[config.mk]
export PLATFORM = sky130hd
export DESIGN_NAME = mem_ctrl_sequencer
export DESIGN_NICKNAME = d
export VERILOG_FILES = /design/src/rtl/mem_ctrl_sequencer.sv
export SDC_FILE = /design/constraint.sdc
export NUM_CORES = 1
export LEC_CHECK = 0
export BUFFER_PORTS_ARGS = -buffer_cell sky130_fd_sc_hd__buf_2
export CORE_MARGIN = 1.5
export CORE_UTILIZATION = 47
export CTS_CLUSTER_SIZE = 16
export DETAILED_ROUTE_END_ITERATION = 16
export PLACE_DENSITY_LB_ADDON = 0.05
export SLEW_MARGIN = 30
export SYNTH_ARGS = -nofsm -noshare
export SYNTH_HDL_FRONTEND = slang
export SYNTH_SLANG_ARGS = --single-unit
[constraint.sdc]
create_clock -name clk -period 1.75 [get_ports clk]
set_input_delay 0.0875 -clock clk [delete_from_list [all_inputs] [get_ports clk]]
set_output_delay 0.0875 -clock clk [all_outputs]
set_load 0.02 [all_outputs]
[src/rtl/mem_ctrl_sequencer.sv]
// mem_ctrl_sequencer: expands SET_ADDR/WRITE/PLAY/STOP_ALL commands into per-channel control-byte sequences.
// Define MEM_SEQ_ABORT_EN to add an abort input that cancels a running command.
module mem_ctrl_sequencer #(
    parameter int ADDR_W = 8,
    parameter int DATA_W = 8,
    parameter int LEN_W  = 8
) (
    input  logic              clk,
    input  logic              rst,
`ifdef MEM_SEQ_ABORT_EN
    input  logic              abort,
`endif
    input  logic              cmd_valid,
    output logic              cmd_ready,
    input  logic [1:0]        cmd_op,
    input  logic [1:0]        cmd_ch,
    input  logic [ADDR_W-1:0] cmd_arg,
    input  logic [LEN_W-1:0]  cmd_len,
    input  logic              wdata_valid,
    output logic              wdata_ready,
    input  logic [DATA_W-1:0] wdata,
    output logic              done,
    output logic              err,
    output logic [7:0]        ctrl_0,
    output logic [7:0]        ctrl_1,
    output logic [7:0]        ctrl_2,
    output logic [7:0]        ctrl_3
);
    localparam int SW = (ADDR_W > DATA_W) ? ADDR_W : DATA_W;
    localparam int CW = $clog2(SW + 1);
    localparam logic [1:0] OP_SET = 2'b00, OP_WR = 2'b01, OP_PLAY = 2'b10;

    typedef enum logic [2:0] {IDLE, SHIFT, STROBE, ADV, WAIT_DATA} state_t;

    state_t            state_q;
    logic [1:0]        op_q, ch_q;
    logic [SW-1:0]     sh_q;
    logic [CW-1:0]     cnt_q;
    logic [LEN_W-1:0]  len_q;
    logic [3:0]        play_q, dout_q, mode_q;
    logic              din_q, wen_q, wr_q, sa_q, na_q, done_q, err_q;
    logic              ab;
    logic [3:0]        hit;
    logic [7:0]        ctrl [4];

`ifdef MEM_SEQ_ABORT_EN
    assign ab = abort;
`else
    assign ab = 1'b0;
`endif

    always_ff @(posedge clk) begin
        if (rst) begin
            state_q <= IDLE;
            op_q    <= '0;
            ch_q    <= '0;
            sh_q    <= '0;
            cnt_q   <= '0;
            len_q   <= '0;
            play_q  <= '0;
            dout_q  <= '0;
            mode_q  <= '0;
            din_q   <= 1'b0;
            wen_q   <= 1'b0;
            wr_q    <= 1'b0;
            sa_q    <= 1'b0;
            na_q    <= 1'b0;
            done_q  <= 1'b0;
            err_q   <= 1'b0;
        end else begin
            wr_q   <= 1'b0;
            sa_q   <= 1'b0;
            na_q   <= 1'b0;
            done_q <= 1'b0;
            err_q  <= 1'b0;
            if (state_q != IDLE && ab) begin
                state_q <= IDLE;
                din_q   <= 1'b0;
                wen_q   <= 1'b0;
                done_q  <= 1'b1;
                err_q   <= 1'b1;
            end else begin
                case (state_q)
                    IDLE: if (cmd_valid) begin
                        ch_q <= cmd_ch;
                        op_q <= cmd_op;
                        // Address and data loads are refused while the channel is playing.
                        if (!cmd_op[1] && play_q[cmd_ch]) begin
                            done_q <= 1'b1;
                            err_q  <= 1'b1;
                        end else if (cmd_op == OP_SET) begin
                            state_q <= SHIFT;
                            din_q   <= cmd_arg[ADDR_W-1];
                            sh_q    <= SW'(cmd_arg) << (SW - ADDR_W + 1);
                            cnt_q   <= CW'(ADDR_W - 1);
                        end else if (cmd_op == OP_WR) begin
                            if (cmd_len == '0) done_q <= 1'b1;
                            else begin
                                state_q <= WAIT_DATA;
                                len_q   <= cmd_len;
                            end
                        end else if (cmd_op == OP_PLAY) begin
                            play_q[cmd_ch] <= cmd_arg[0];
                            dout_q[cmd_ch] <= cmd_arg[0];
                            mode_q[cmd_ch] <= cmd_arg[1];
                            done_q         <= 1'b1;
                        end else begin
                            play_q <= '0;
                            dout_q <= '0;
                            done_q <= 1'b1;
                        end
                    end
                    WAIT_DATA: if (wdata_valid) begin
                        state_q <= SHIFT;
                        wen_q   <= 1'b1;
                        din_q   <= wdata[DATA_W-1];
                        sh_q    <= SW'(wdata) << (SW - DATA_W + 1);
                        cnt_q   <= CW'(DATA_W - 1);
                    end
                    SHIFT: if (cnt_q != '0) begin
                        din_q <= sh_q[SW-1];
                        sh_q  <= sh_q << 1;
                        cnt_q <= cnt_q - CW'(1);
                    end else begin
                        state_q <= STROBE;
                        din_q   <= 1'b0;
                        sa_q    <= op_q == OP_SET;
                        wr_q    <= op_q == OP_WR;
                    end
                    STROBE: begin
                        wen_q <= 1'b0;
                        if (op_q == OP_SET) begin
                            state_q <= IDLE;
                            done_q  <= 1'b1;
                        end else begin
                            state_q <= ADV;
                            na_q    <= 1'b1;
                        end
                    end
                    ADV: if (len_q == LEN_W'(1)) begin
                        state_q <= IDLE;
                        done_q  <= 1'b1;
                    end else begin
                        state_q <= WAIT_DATA;
                        len_q   <= len_q - LEN_W'(1);
                    end
                    default: state_q <= IDLE;
                endcase
            end
        end
    end

    assign cmd_ready   = state_q == IDLE;
    assign wdata_ready = state_q == WAIT_DATA;
    assign done        = done_q;
    assign err         = err_q;
    assign hit         = 4'b0001 << ch_q;

    for (genvar i = 0; i < 4; i++) begin : g_ctrl
        assign ctrl[i] = {dout_q[i], hit[i] & din_q, mode_q[i], hit[i] & wen_q,
                          play_q[i], hit[i] & na_q, hit[i] & sa_q, hit[i] & wr_q};
    end

    assign ctrl_0 = ctrl[0];
    assign ctrl_1 = ctrl[1];
    assign ctrl_2 = ctrl[2];
    assign ctrl_3 = ctrl[3];
endmodule
# Word-level counts from Yosys, hierarchy flattened

Index checks and enable logic that the tools add are counted.

Add/subtract/negate cells: 2
Multipliers: 0
Divide/modulo/power cells: 0
Magnitude comparators: 2
Eq/ne operators: 20
Shift-type cells: 1
Multiplexer cells: 56
Bitwise gates (word level): 27
Reductions and logical operators: 22

Operators by type and width:

| cell                                             | count |
|---|---|
| 2-to-1 mux 8 bit                                 | 11 |
| 2-to-1 mux 4 bit                                 | 7 |
| 2-to-1 mux 3 bit                                 | 8 |
| one-hot mux 8 bit (3 select lines)               | 1 |
| bitwise AND 1 bit                                | 20 |
| AND reduction 6 bit                              | 3 |
| 2-to-1 mux 1 bit                                 | 17 |
| != test 2 bit, second input constant             | 8 |
| one-hot mux 8 bit (2 select lines)               | 1 |
| one-hot mux 3 bit (5 select lines)               | 1 |
| bitwise mux 4 bit                                | 3 |
| one-hot mux 4 bit (3 select lines)               | 1 |
| AND reduction 5 bit                              | 2 |
| == test 8 x 1 -> 1 bit, second input constant    | 1 |
| zero test 8 bit                                  | 1 |
| subtractor 8 x 1 -> 8 bit, second input constant | 1 |
| NOT 1 bit                                        | 7 |
| AND reduction 7 bit                              | 1 |
| == test 3 x 2 -> 1 bit, second input constant    | 2 |
| one-hot mux 1 bit (3 select lines)               | 2 |
| OR reduction 3 bit                               | 2 |
| == test 2 x 1 -> 1 bit, second input constant    | 2 |
| zero test 2 bit                                  | 2 |
| != test 2 x 1 -> 1 bit, second input constant    | 2 |
| 21 further kinds                                 | 24 |

Register bits after elaboration: 46
Latch bits: 0
Bits in writable memories: 0
Memory bits (read-only): 0
Input bits: 32
Output and inout bits: 36
Memories: 0

# Depth between registers and ports, before layout

Gate-level depths: netlist of the first run.

Depth after elaboration: 7
Gate-level depth with buffers: 8
Gate-level depth less buffers: 7

# Worst setup path before layout of the first run

OpenSTA, ideal clock, no wires.

Kind: register to register
Start point: register state_q[1]
End point: register mode_q[3]
Setup time: 128 ps
Arrival: 1,667 ps
Slack: -45 ps
Stages on the path, launching flop included: 8
Path buffers: 2
Period minus slack after synthesis: 1,795 ps
Cells stage by stage: dfxtp_1 > buf_6 > or4b_1 > buf_2 > nor3b_2 > and3_1 > mux2i_1 > nor2_1

Longest elaborated chain between the ends: 2

Ends and longest elaborated chain:

| what                            | RTL line | RTL |
|---|---|---|
| from (decl)                     | 35       | `state_t state_q;` |
| from (signal assigned)          | 54       | `state_q <= IDLE;` |
| from (signal assigned)          | 77       | `state_q <= IDLE;` |
| from (signal assigned)          | 92       | `state_q <= SHIFT;` |
| zero test 3 bit                 | 83       | `case (state_q)` |
| AND reduction 6 bit (no line)   | n/a      |  |
| to (signal, indexed assignment) | 105      | `mode_q[cmd_ch] <= cmd_arg[1];` |
| to (decl)                       | 40       | `logic [3:0] play_q, dout_q, mode_q;` |

Every way passes these cells.
A chain may end at the register's enable or synchronous reset.

# Worst setup path in the final report of the first run

Start point: register play_q[2]
End point: register state_q[0]

Longest elaborated chain between the ends: 5

Ends and longest elaborated chain:

| what                                   | RTL line | RTL |
|---|---|---|
| from (decl)                            | 40       |  |
| from (signal, indexed assignment)      | 103      | `play_q[cmd_ch] <= cmd_arg[0];` |
| binary-select mux 1 bit (select 2 bit) | 88       | `if (!cmd_op[1] && play_q[cmd_ch]) begin` |
| 2-to-1 mux 1 bit (implied by the code) | 88       |  |
| logical AND 1 bit                      | 88       |  |
| != test 2 bit (no line)                | n/a      |  |
| AND reduction 6 bit (no line)          | n/a      |  |
| to (signal assigned)                   | 92       |  |
| to (signal assigned)                   | 99       | `state_q <= WAIT_DATA;` |
| to (signal assigned)                   | 114      | `state_q <= SHIFT;` |

Every way passes these cells. The select of a mux whose other input is x is not followed.

==> flow_summary.ini, run 1 <==
[min_path]
hold_start = wdata[7]
worstHoldPathType = in -> reg
hold-path-endpoint = din_q
min_path_cells = 3

[clock_tree]
cts_hold_buffers = 0
clkTransAtPathRegs_ns = 0.08
clock-sinks = 41
cts_tree = built
cts_made_buffers = 5
h-tree-depth = 2
clock_latency_ns = 0.29
cts_max_path_buffers = 2
root_buffer = clkbuf_8

[logic_synthesis]
seq_area_frac_synth_pct = 33.61
yosysTopAreaCellShare_pct = 33.61
netlist_area_mm2 = 0.002442
synth_area_leader_cell = dfxtp_1
ys_ff_latch = 41
ys.flop_type = dfxtp_1
synth_edf_count = 0
syn_nets = 327
yosysUniqueCellTypes = 46
netlist_top_cells_area = dfxtp_1, a21oi_1, mux2i_1, and2_1, nor2_1
synthArstFlopShare_pct = 0
yosysWarningCount = 0
avgSynthCellArea_um2 = 8.364
synthCells = 292

[drt]
drt-initial-drc-count = 166
dr.pass1.iters = 4
avgViaCountPerCell = 5.337
detail-route-antenna-nets = 0
drc = 0
routed_wl_mm = 6.424
via_count = 2471
routedWlPerCell_um = 13.87

[sta]
finClkSkew_ns = 0.004125
finalWorstPathRequiredPeriod_ns = 1.747
rsz0062_at_grt = yes
slew_headroom_pct = 66.97
max_freq_mhz = 572.4
final.period_utilization_pct = 99.82
slew_viol_final = 0
setup_viol = 0
hold_viol = 0
worst_slew_pin_slew_ns = 0.4910

[grt]
gr-usage-met1_pct = 30.27
grt_antenna_before_repair = 0
first_global_vias = 2211
grt_use_met3_pct = 4.418
busiest_layer = met2
grt_pass1_wl_mm = 10.04
overflow = 0
grtUsageTotal_pct = 23.12
met2_usage_pct = 39.23
grt_max_degree = 25

[final_layout]
regArea_um2 = 822.0
final_core_util_pct = 66.90
fillers = 445
fin_nets = 427
final_common_cell = buf_2
drive_above_1_share_pct = 39.19
final_cell_mix = buf_2, buf_4, dfxtp_1
multiInputGateArea_mm2 = 0.001534
antenna_cells = 0
synthToLayoutAreaGrowth_pct = 38.11
final_cells = 463

[floorplan]
fp.dieW_um = 75.09
core_mm2 = 0.005042
std_cell_rows = 26
io_pins = 68
dieArea_mm2 = 0.005638
initial_core_util_pct = 48.44
die_h_um = 75.09

[pwr]
power_density_mw_per_mm2 = 755.6
cellLeakagePower_nw = 1.547
vdd_drop_max_mv = 0.4292

[placement]
hpwl_mm = 4.604
port_buffers = 67
routabilityCongestion = 0.8690
placed_cells = 449

[critical_path]
worstPathRequired_ns = 1.98
worstSetupStartpointType = register
path_class = reg -> reg
r2r-start = play_q[2]
critPathMaxFanout = 3
r2r_setup_slack_ns = 0.003
endpoint_kind = register
regToRegEndpoint = state_q[0]
critPathArrivalTime_ns = 1.98
startpoint = play_q[2]
r2r_cells = 6

[run_status]
status = finished, final reports clean

[flow_run]
drv_cap = 0
[final cells by class]
type                       instances  area share, %
sequential                        41          24.37
clock inverter                     1         0.8902
inverter                          10          1.224
multi-input combinational        217          45.47
clock buffer                       7          2.559
timing repair buffer             117          22.89
tap                               70          2.596
[Yosys cell counts (2+ instances only)]
cell,count
a211oi_1,6
a21oi_1,26
a221oi_1,3
a22o_1,6
a22oi_1,5
a311oi_1,7
a31oi_1,3
and2_1,17
and3_1,6
buf_2,5
buf_4,4
buf_6,4
clkbuf_1,10
dfxtp_1,41
ha_1,3
inv_1,10
mux2_4,2
mux2i_1,11
nand2_1,18
nand2b_1,5
nand3_1,8
nand3b_1,8
nand4_1,2
nor2_1,20
nor2b_1,7
nor3_1,5
nor3b_1,4
nor4_1,7
nor4b_1,2
o21ai_0,12
o311ai_0,2
o31ai_1,6
or2_2,2
or3_1,3
[where the power goes]
part	total [mW]	switching [mW]	internal, mW
Sequential	1.05	0.0535	0.997
Clock	0.800	0.335	0.465
Combinational	0.698	0.352	0.346
Total	2.55	0.740	1.81
[flip-flops by register name, summed over array words and instances (netlist names), 2 cells and up]
name / flops
state_q: 3
ch_q: 2
mode_q: 4
len_q: 8
sh_q: 7
play_q: 4
op_q: 2
cnt_q: 4
[cells by family (layout without fill, tap and decap cells)]
group                      after synthesis  in the layout  synth area share (%)
DFF                                     41             41                 33.61
buffers and inverters                   34            135                 7.992
muxes                                   14             14                 6.199
adders and majority gates                3              3                 1.537
and+or+nand+nor                        117            117                 26.64
AOI/OAI and AO/OA                       83             83                 24.03
[per-stage QoR]
step / setup WS [ns] / total power [mW] / cell area, um2 / hold WS, ns / TNS (ns)
floorplan: -0.01961 / 1.455 / 2452 / 0.2314 / -0.02231
global placement: -0.04761 / 1.687 / 3085 / 0.3865 / -0.1039
detailed placement: -0.09575 / 1.698 / 3085 / 0.3887 / -0.5990
CTS: -0.005386 / 2.497 / 3228 / 0.07501 / -0.01076
global route: -0.1025 / 2.678 / 3373 / 0.09243 / -0.9058
finish: 0.003084 / 2.549 / 3373 / 0.07997 / 0
[worst max-delay path by stage]
stage	to	slack [ns]	depth (start not counted)
after floorplan	mode_q[3]	-0.02	7
after global placement	len_q[5]	-0.05	5
after detailed placement	len_q[4]	-0.1	6
after CTS	len_q[5]	-0.005	5
after global routing	sh_q[4]	-0.10	7
final	state_q[0]	0.003	6
[metal layers]
metal	part of all wire [%]	up-vias
met5	0	-
met4	1.5	0
met3	4.1	9
met2	48	72
met1	46	1123
li1	-	1267
[critical path, cell delays in order (launching register included)]
cell and delay (ns):
dfxtp_2 0.32, mux2_4 0.28, a221oi_4 0.33, buf_6 0.17, o221ai_2 0.10, or3_1 0.37
a21oi_2 0.12
[repair_timing]
action / 4_1_cts / 5_1_grt
endpoints found under the hold margin: 0 / 0
buffers inserted: 1 / 5
resized for setup: 4 / 19
endpoints found under the setup margin: 11 / 30
cloned: 0 / 0
pin swaps: 4 / 13
No activity file was read; power rests on OpenSTA's default activity.
==> run 2, diff against run 1 <==
--- a/config.mk
+++ b/config.mk
@@ -7,7 +7,7 @@
 export LEC_CHECK = 0
 export BUFFER_PORTS_ARGS = -buffer_cell sky130_fd_sc_hd__buf_2
 export CORE_MARGIN = 1.5
-export CORE_UTILIZATION = 47
+export CORE_UTILIZATION = 45
 export CTS_CLUSTER_SIZE = 16
 export DETAILED_ROUTE_END_ITERATION = 16
 export PLACE_DENSITY_LB_ADDON = 0.05
==> constraint.sdc (replaced) <==
create_clock -name clk -period 1.75 [get_ports clk]
set_input_delay 0.2625 -clock clk [delete_from_list [all_inputs] [get_ports clk]]
set_output_delay 0.2625 -clock clk [all_outputs]
set_load 0.02 [all_outputs]
==> run 2 against run 1 <==
  * The run now ends with negative setup slack left
  * Global-route usage fell by 1.1 points
  * Register-to-register slack barely moved
  * Maximum frequency fell by 1.8%
  * Final cell count rose by 3.2%
  * Clock power fell by 26%
  * Sequential cell count did not move
  * Critical path depth fell by 1
  * Non-clock buffer count rose by 15
  * Total power fell by 7.0%
  * Combinational power rose by 3.7%
  * Largest power group unchanged
==> flow_summary.ini, run 2 (synthesis gave the netlist of run 1 again) <==
[min_path]
hold-path-endpoint = mode_q[1]
min_path_cells = 3
worstHoldPathType = in -> reg
hold_start = cmd_arg[1]

[clock_tree]
clock-sinks = 41
h-tree-depth = 2
cts_made_buffers = 5
cts_tree = built
root_buffer = clkbuf_8
clock_latency_ns = 0.29
cts_max_path_buffers = 2
clkTransAtPathRegs_ns = 0.07

[grt]
first_global_vias = 2330
grt_antenna_before_repair = 0
overflow = 0
grt_max_degree = 23
grt_pass1_wl_mm = 10.70
grtUsageTotal_pct = 22.00

[critical_path]
path_class = reg -> out
cp_slowest_cell = or3_4
endpoint_kind = output pin
critPathArrivalTime_ns = 1.52
worstPathRequired_ns = 1.49
cp_slowest_stage_delay_ns = 0.42
worstSetupStartpointType = register
path_cells = or3_4 > buf_6 > clkinvlp_4 > buf_6 > buf_6
r2r_cells = 6
r2r_setup_slack_ns = 0
worst-path-buf-inv = 4
critPathMaxFanout = 4
regToRegEndpoint = state_q[0]
cpMostUsedCell = buf_6
path_delay_family = buffers and inverters
r2r-start = play_q[2]

[pwr]
cellLeakagePower_nw = 1.573
power.total_mw = 2.371
vdd_drop_max_mv = 0.4899
power_density_mw_per_mm2 = 693.1

[final_layout]
final_cells = 478
drive_above_1_share_pct = 41.67
finish.instance_area_mm2 = 0.003421
antenna_cells = 0
fillers = 454
final_common_cell = buf_2
synthToLayoutAreaGrowth_pct = 40.06
largest_reg_flops = 8
regMostFlops = len_q
multiInputGateArea_mm2 = 0.001543
top_regs = len_q x8, sh_q x7
final_cell_mix = buf_2, buf_4, dfxtp_1
fin_nets = 442
regArea_um2 = 825.8

[drt]
dr.pass1.iters = 4
detail-route-antenna-nets = 0
avgViaCountPerCell = 5.372
routedWlPerCell_um = 13.43
routed_wl_mm = 6.419
via_count = 2568
drc = 0
drt-initial-drc-count = 149

[floorplan]
std_cell_rows = 26
io_pins = 68
initial_core_util_pct = 47.22
fp.dieW_um = 76.67
core_mm2 = 0.005172
die_h_um = 76.67
dieArea_mm2 = 0.005878

[sta]
slew_headroom_pct = 71.63
finalWorstPathRequiredPeriod_ns = 1.778
setup_viol = 1
worst_slack_ns = -0.02845
hold_viol = 0
worst_slew_pin_slew_ns = 0.4255
max_freq_mhz = 562.3
slew_viol_final = 0
final.period_utilization_pct = 101.6
finClkSkew_ns = 0.005736
rsz0062_at_grt = yes

[placement]
dpl_worst_slack_ns = -0.1817
routabilityCongestion = 0.8332
hpwl_mm = 4.737
placed_cells = 459
port_buffers = 67
place_area_mm2 = 0.003123

[run_status]
failed_checks = negative setup slack
status = finished with violations

[flow_run]
drv_cap = 0
## run 2: worst max path at each step
stage | startpoint | end | slack [ns] | depth (start not counted)
6_report | state_q[1] | cmd_ready | -0.03 | 5
5_1_grt | play_q[2] | state_q[0] | -0.08 | 6
4_1_cts | len_q[4] | len_q[6] | -0.08 | 6
3_5_place_dp | cmd_ch[0] | len_q[2] | -0.18 | 6
3_3_place_gp | cmd_ch[0] | len_q[0] | -0.13 | 6
2_1_floorplan | state_q[1] | mode_q[3] | -0.02 | 7
## run 2: worst register-to-register path, delay by kind of cell (launching register included)
kind	cells	cell delay, ns
AOI/OAI and AO/OA	3	0.56
and+or+nand+nor	1	0.35
DFF	1	0.31
muxes	1	0.29
buffers and inverters	1	0.17
## run 2: report_power, final
group	internal, mW	switching [mW]
Sequential	0.996	0.0559
Clock	0.284	0.311
Combinational	0.368	0.356
Total	1.65	0.723
## run 2: area by class of cell
type / instances / area share (%)
Clock buffer: 8 / 2.341
Inverter: 10 / 1.207
Multi-Input combinational cell: 217 / 45.10
Sequential cell: 41 / 24.14
Tap cell: 70 / 2.560
Timing Repair Buffer: 132 / 24.65
## run 2: stage by stage
step | util (%) | TNS (ns) | hold WS, ns
6_report | 66.13 | -0.02845 | 0.2708
2_1_floorplan | - | -0.02231 | 0.4064
3_3_place_gp | 60.38 | -1.624 | 0.4563
5_1_grt | 66.13 | -0.7923 | 0.2867
4_1_cts | 62.55 | -0.4297 | 0.2683
3_5_place_dp | 60.38 | -2.176 | 0.4605
## run 2: layer usage
metal | up-vias | GRT usage (%) | routed length, um
met5 | - | 0 | 0
met4 | 0 | 6.111 | 58
met3 | 6 | 3.095 | 306
met2 | 71 | 36.73 | 3092
met1 | 1191 | 29.54 | 2961
li1 | 1300 | - | -
## run 2: timing repair
action / in CTS / in global routing
buffers inserted: 1 / 9
endpoints found under the setup margin: 18 / 31
pin swaps: 3 / 10
gates cloned: 0 / 1
gates resized for setup: 7 / 29
hold buffers: 0 / 0
==> run 3, diff against run 2 <==
--- a/config.mk
+++ b/config.mk
@@ -5,6 +5,7 @@
 export SDC_FILE = /design/constraint.sdc
 export NUM_CORES = 1
 export LEC_CHECK = 0
+export ABC_AREA = 1
 export BUFFER_PORTS_ARGS = -buffer_cell sky130_fd_sc_hd__buf_2
 export CORE_MARGIN = 1.5
 export CORE_UTILIZATION = 45
==> run 3 against run 2 <==
  * The run now ends clean
  * Final cell count is 10% higher
  * Sequential cell count stayed put
  * Maximum frequency is 8.8% higher
  * Critical path depth is 1 lower
  * Global-route usage is 1.1 points lower
  * Critical endpoint is now wdata_ready
==> flow_summary.ini, run 3 <==
[placement]
place_area_mm2 = 0.002889
placed_cells = 518
dpl_worst_slack_ns = 0.08303
routabilityCongestion = 0.8231
port_buffers = 67
hpwl_mm = 4.527

[floorplan]
initial_core_util_pct = 47.87
fp.dieW_um = 77.65
core_mm2 = 0.005238
std_cell_rows = 26
die_h_um = 77.65
io_pins = 68
dieArea_mm2 = 0.006029

[clock_tree]
root_buffer = clkbuf_8
clock_latency_ns = 0.29
cts_max_path_buffers = 2
h-tree-depth = 2
clkTransAtPathRegs_ns = 0.08
cts_made_buffers = 5
cts_tree = built
clock-sinks = 41

[final_layout]
regMostFlops = len_q
synthToLayoutAreaGrowth_pct = 21.21
regArea_um2 = 820.8
final_cell_mix = nand2_1, buf_2, nor2_1
antenna_cells = 0
finish.instance_area_mm2 = 0.003039
fillers = 521
final_core_util_pct = 58.03
largest_reg_flops = 8
fin_nets = 490
drive_above_1_share_pct = 27.63
final_cells = 526
final_common_cell = nand2_1
top_regs = len_q x8, sh_q x7
multiInputGateArea_mm2 = 0.001441

[sta]
finalWorstPathRequiredPeriod_ns = 1.634
final.period_utilization_pct = 93.40
worst_slack_ns = 0.1155
timing.hold.ws_ns = 0.2601
setup-tns-final_ns = 0
max_freq_mhz = 611.8
hold_viol = 0
slew_viol_final = 0
setup_viol = 0
finClkSkew_ns = 0.006511
slew_headroom_pct = 76.91
rsz0062_at_grt = no
worst_slew_pin_slew_ns = 0.3442

[logic_synthesis]
avgSynthCellArea_um2 = 6.462
netlist_top_cells_area = dfxtp_1, nand2_1, nor2_1, nand3_1, inv_1
yosysUniqueCellTypes = 37
seq_area_frac_synth_pct = 32.73
ys_ff_latch = 41
synthCells = 388
synth_xor_xnor_area_share_pct = 0.6986
synth_area_leader_cell = dfxtp_1
syn_nets = 423
synthMuxAreaShare_pct = 0
synth_edf_count = 0
synth-adder-area-share_pct = 1.497
yosysWarningCount = 0
netlist_area_mm2 = 0.002507
synth_top_family_by_area = simple AND/OR/NAND/NOR gates
synthArstFlopShare_pct = 0
yosysMostFrequentCell = nand2_1
synth_compound_area_share_pct = 12.38
ys.flop_type = dfxtp_1
synth_simple_gate_area_share_pct = 41.72
yosysTopAreaCellShare_pct = 32.73
yosys-top-cells-count = nand2_1, nor2_1, dfxtp_1

[critical_path]
critPathMaxFanout = 11
worstPathRequired_ns = 1.49
path_class = reg -> out
r2r-start = cnt_q[0]
r2r_cells = 11
endpoint_kind = output pin
critPathArrivalTime_ns = 1.37
worstSetupStartpointType = register
r2r_setup_slack_ns = 0.19
regToRegEndpoint = state_q[0]

[pwr]
power.total_mw = 3.227
p_comb_share_pct = 39.1
swShare_pct = 39.47
vdd_drop_max_mv = 0.6346
clkPwrFrac_pct = 24.9
power_density_mw_per_mm2 = 1062
p_seq_share_pct = 36.0
cellLeakagePower_nw = 1.457
p_sw_mw = 1.274
power.internal_mw = 1.953

[drt]
avgViaCountPerCell = 4.812
drc = 0
detail-route-antenna-nets = 0
via_count = 2531
drt-initial-drc-count = 104
routedWlPerCell_um = 11.27
routed_wl_mm = 5.926
dr.pass1.iters = 4

[grt]
grt_max_degree = 19
grt_pass1_wl_mm = 10.21
grt_antenna_before_repair = 0
overflow = 0
first_global_vias = 2268
grtUsageTotal_pct = 20.90

[min_path]
hold-path-endpoint = wen_q
min_path_cells = 3
worstHoldPathType = in -> reg
hold_start = wdata_valid

[flow_run]
drv_cap = 0

[run_status]
status = finished, final reports clean
==> run 3: cell types whose count changed after synthesis, moves of 8 or more <==
cell,change
nor2_1,+45
a21oi_1,-10
nand2_1,+85
inv_1,+29
mux2i_1,-11
inv_2,+8
nand3_1,+23
and2_1,-17
==> run 3: layout make-up <==
| type | instances | share of cell area, % |
|---|---|---|
| clock inverter | 2 | 1.235 |
| sequential | 41 | 27.01 |
| inverter | 49 | 6.217 |
| multi-input combinational | 285 | 47.43 |
| clock buffer | 6 | 2.717 |
| tap | 70 | 2.882 |
| timing repair buffer | 73 | 12.52 |
==> run 3: what timing repair did <==
item / 4_1_cts / 5_1_grt
resized for setup: 1 / 8
endpoints found under the setup margin: 1 / 8
buffers inserted: 0 / 0
hold buffers: 0 / 0
==> run 3: worst max path at each step <==
stage | startpoint | end | slack (ns)
2_1_floorplan | state_q[0] | len_q[2] | 0.30
3_3_place_gp | cnt_q[0] | state_q[0] | 0.11
3_5_place_dp | cnt_q[0] | state_q[0] | 0.08
4_1_cts | cnt_q[0] | state_q[0] | 0.03
5_1_grt | state_q[0] | wdata_ready | 0.006
6_report | state_q[0] | wdata_ready | 0.12
==> run 3: cells by family (layout without fill, tap and decap cells) <==
| family | after synthesis | in the layout |
|---|---|---|
| flops | 41 | 41 |
| fa+ha+maj | 3 | 3 |
| xor+xnor | 2 | 2 |
| simple gates | 229 | 229 |
| buf+inv | 62 | 130 |
| compound gates | 51 | 51 |
==> run 3: per-layer routing <==
metal / up-vias / track usage [%] / routed length [um]
met3: 6 / 4.118 / 370
li1: 1357 / - / -
met1: 1096 / 28.85 / 2811
met5: - / 0 / 0
met2: 72 / 32.96 / 2685
met4: 0 / 5.818 / 59
==> run 3: worst max-delay path, cell delays in order (launching register included) <==
cell     delay (ns)
dfxtp_1        0.39
nor2_2         0.17
nand2_1        0.13
inv_2          0.19
buf_2          0.20
==> run 3: power groups by stage <==
| stage | clock (mW) | combinational [mW] | sequential [mW] |
|---|---|---|---|
| finish | 0.804 | 1.26 | 1.16 |
| floorplan | 0 | 0.976 | 1.17 |
| global placement | 0 | 1.22 | 1.18 |
| detailed placement | 0 | 1.23 | 1.18 |
| CTS | 0.828 | 1.23 | 1.16 |
| global route | 0.869 | 1.43 | 1.18 |
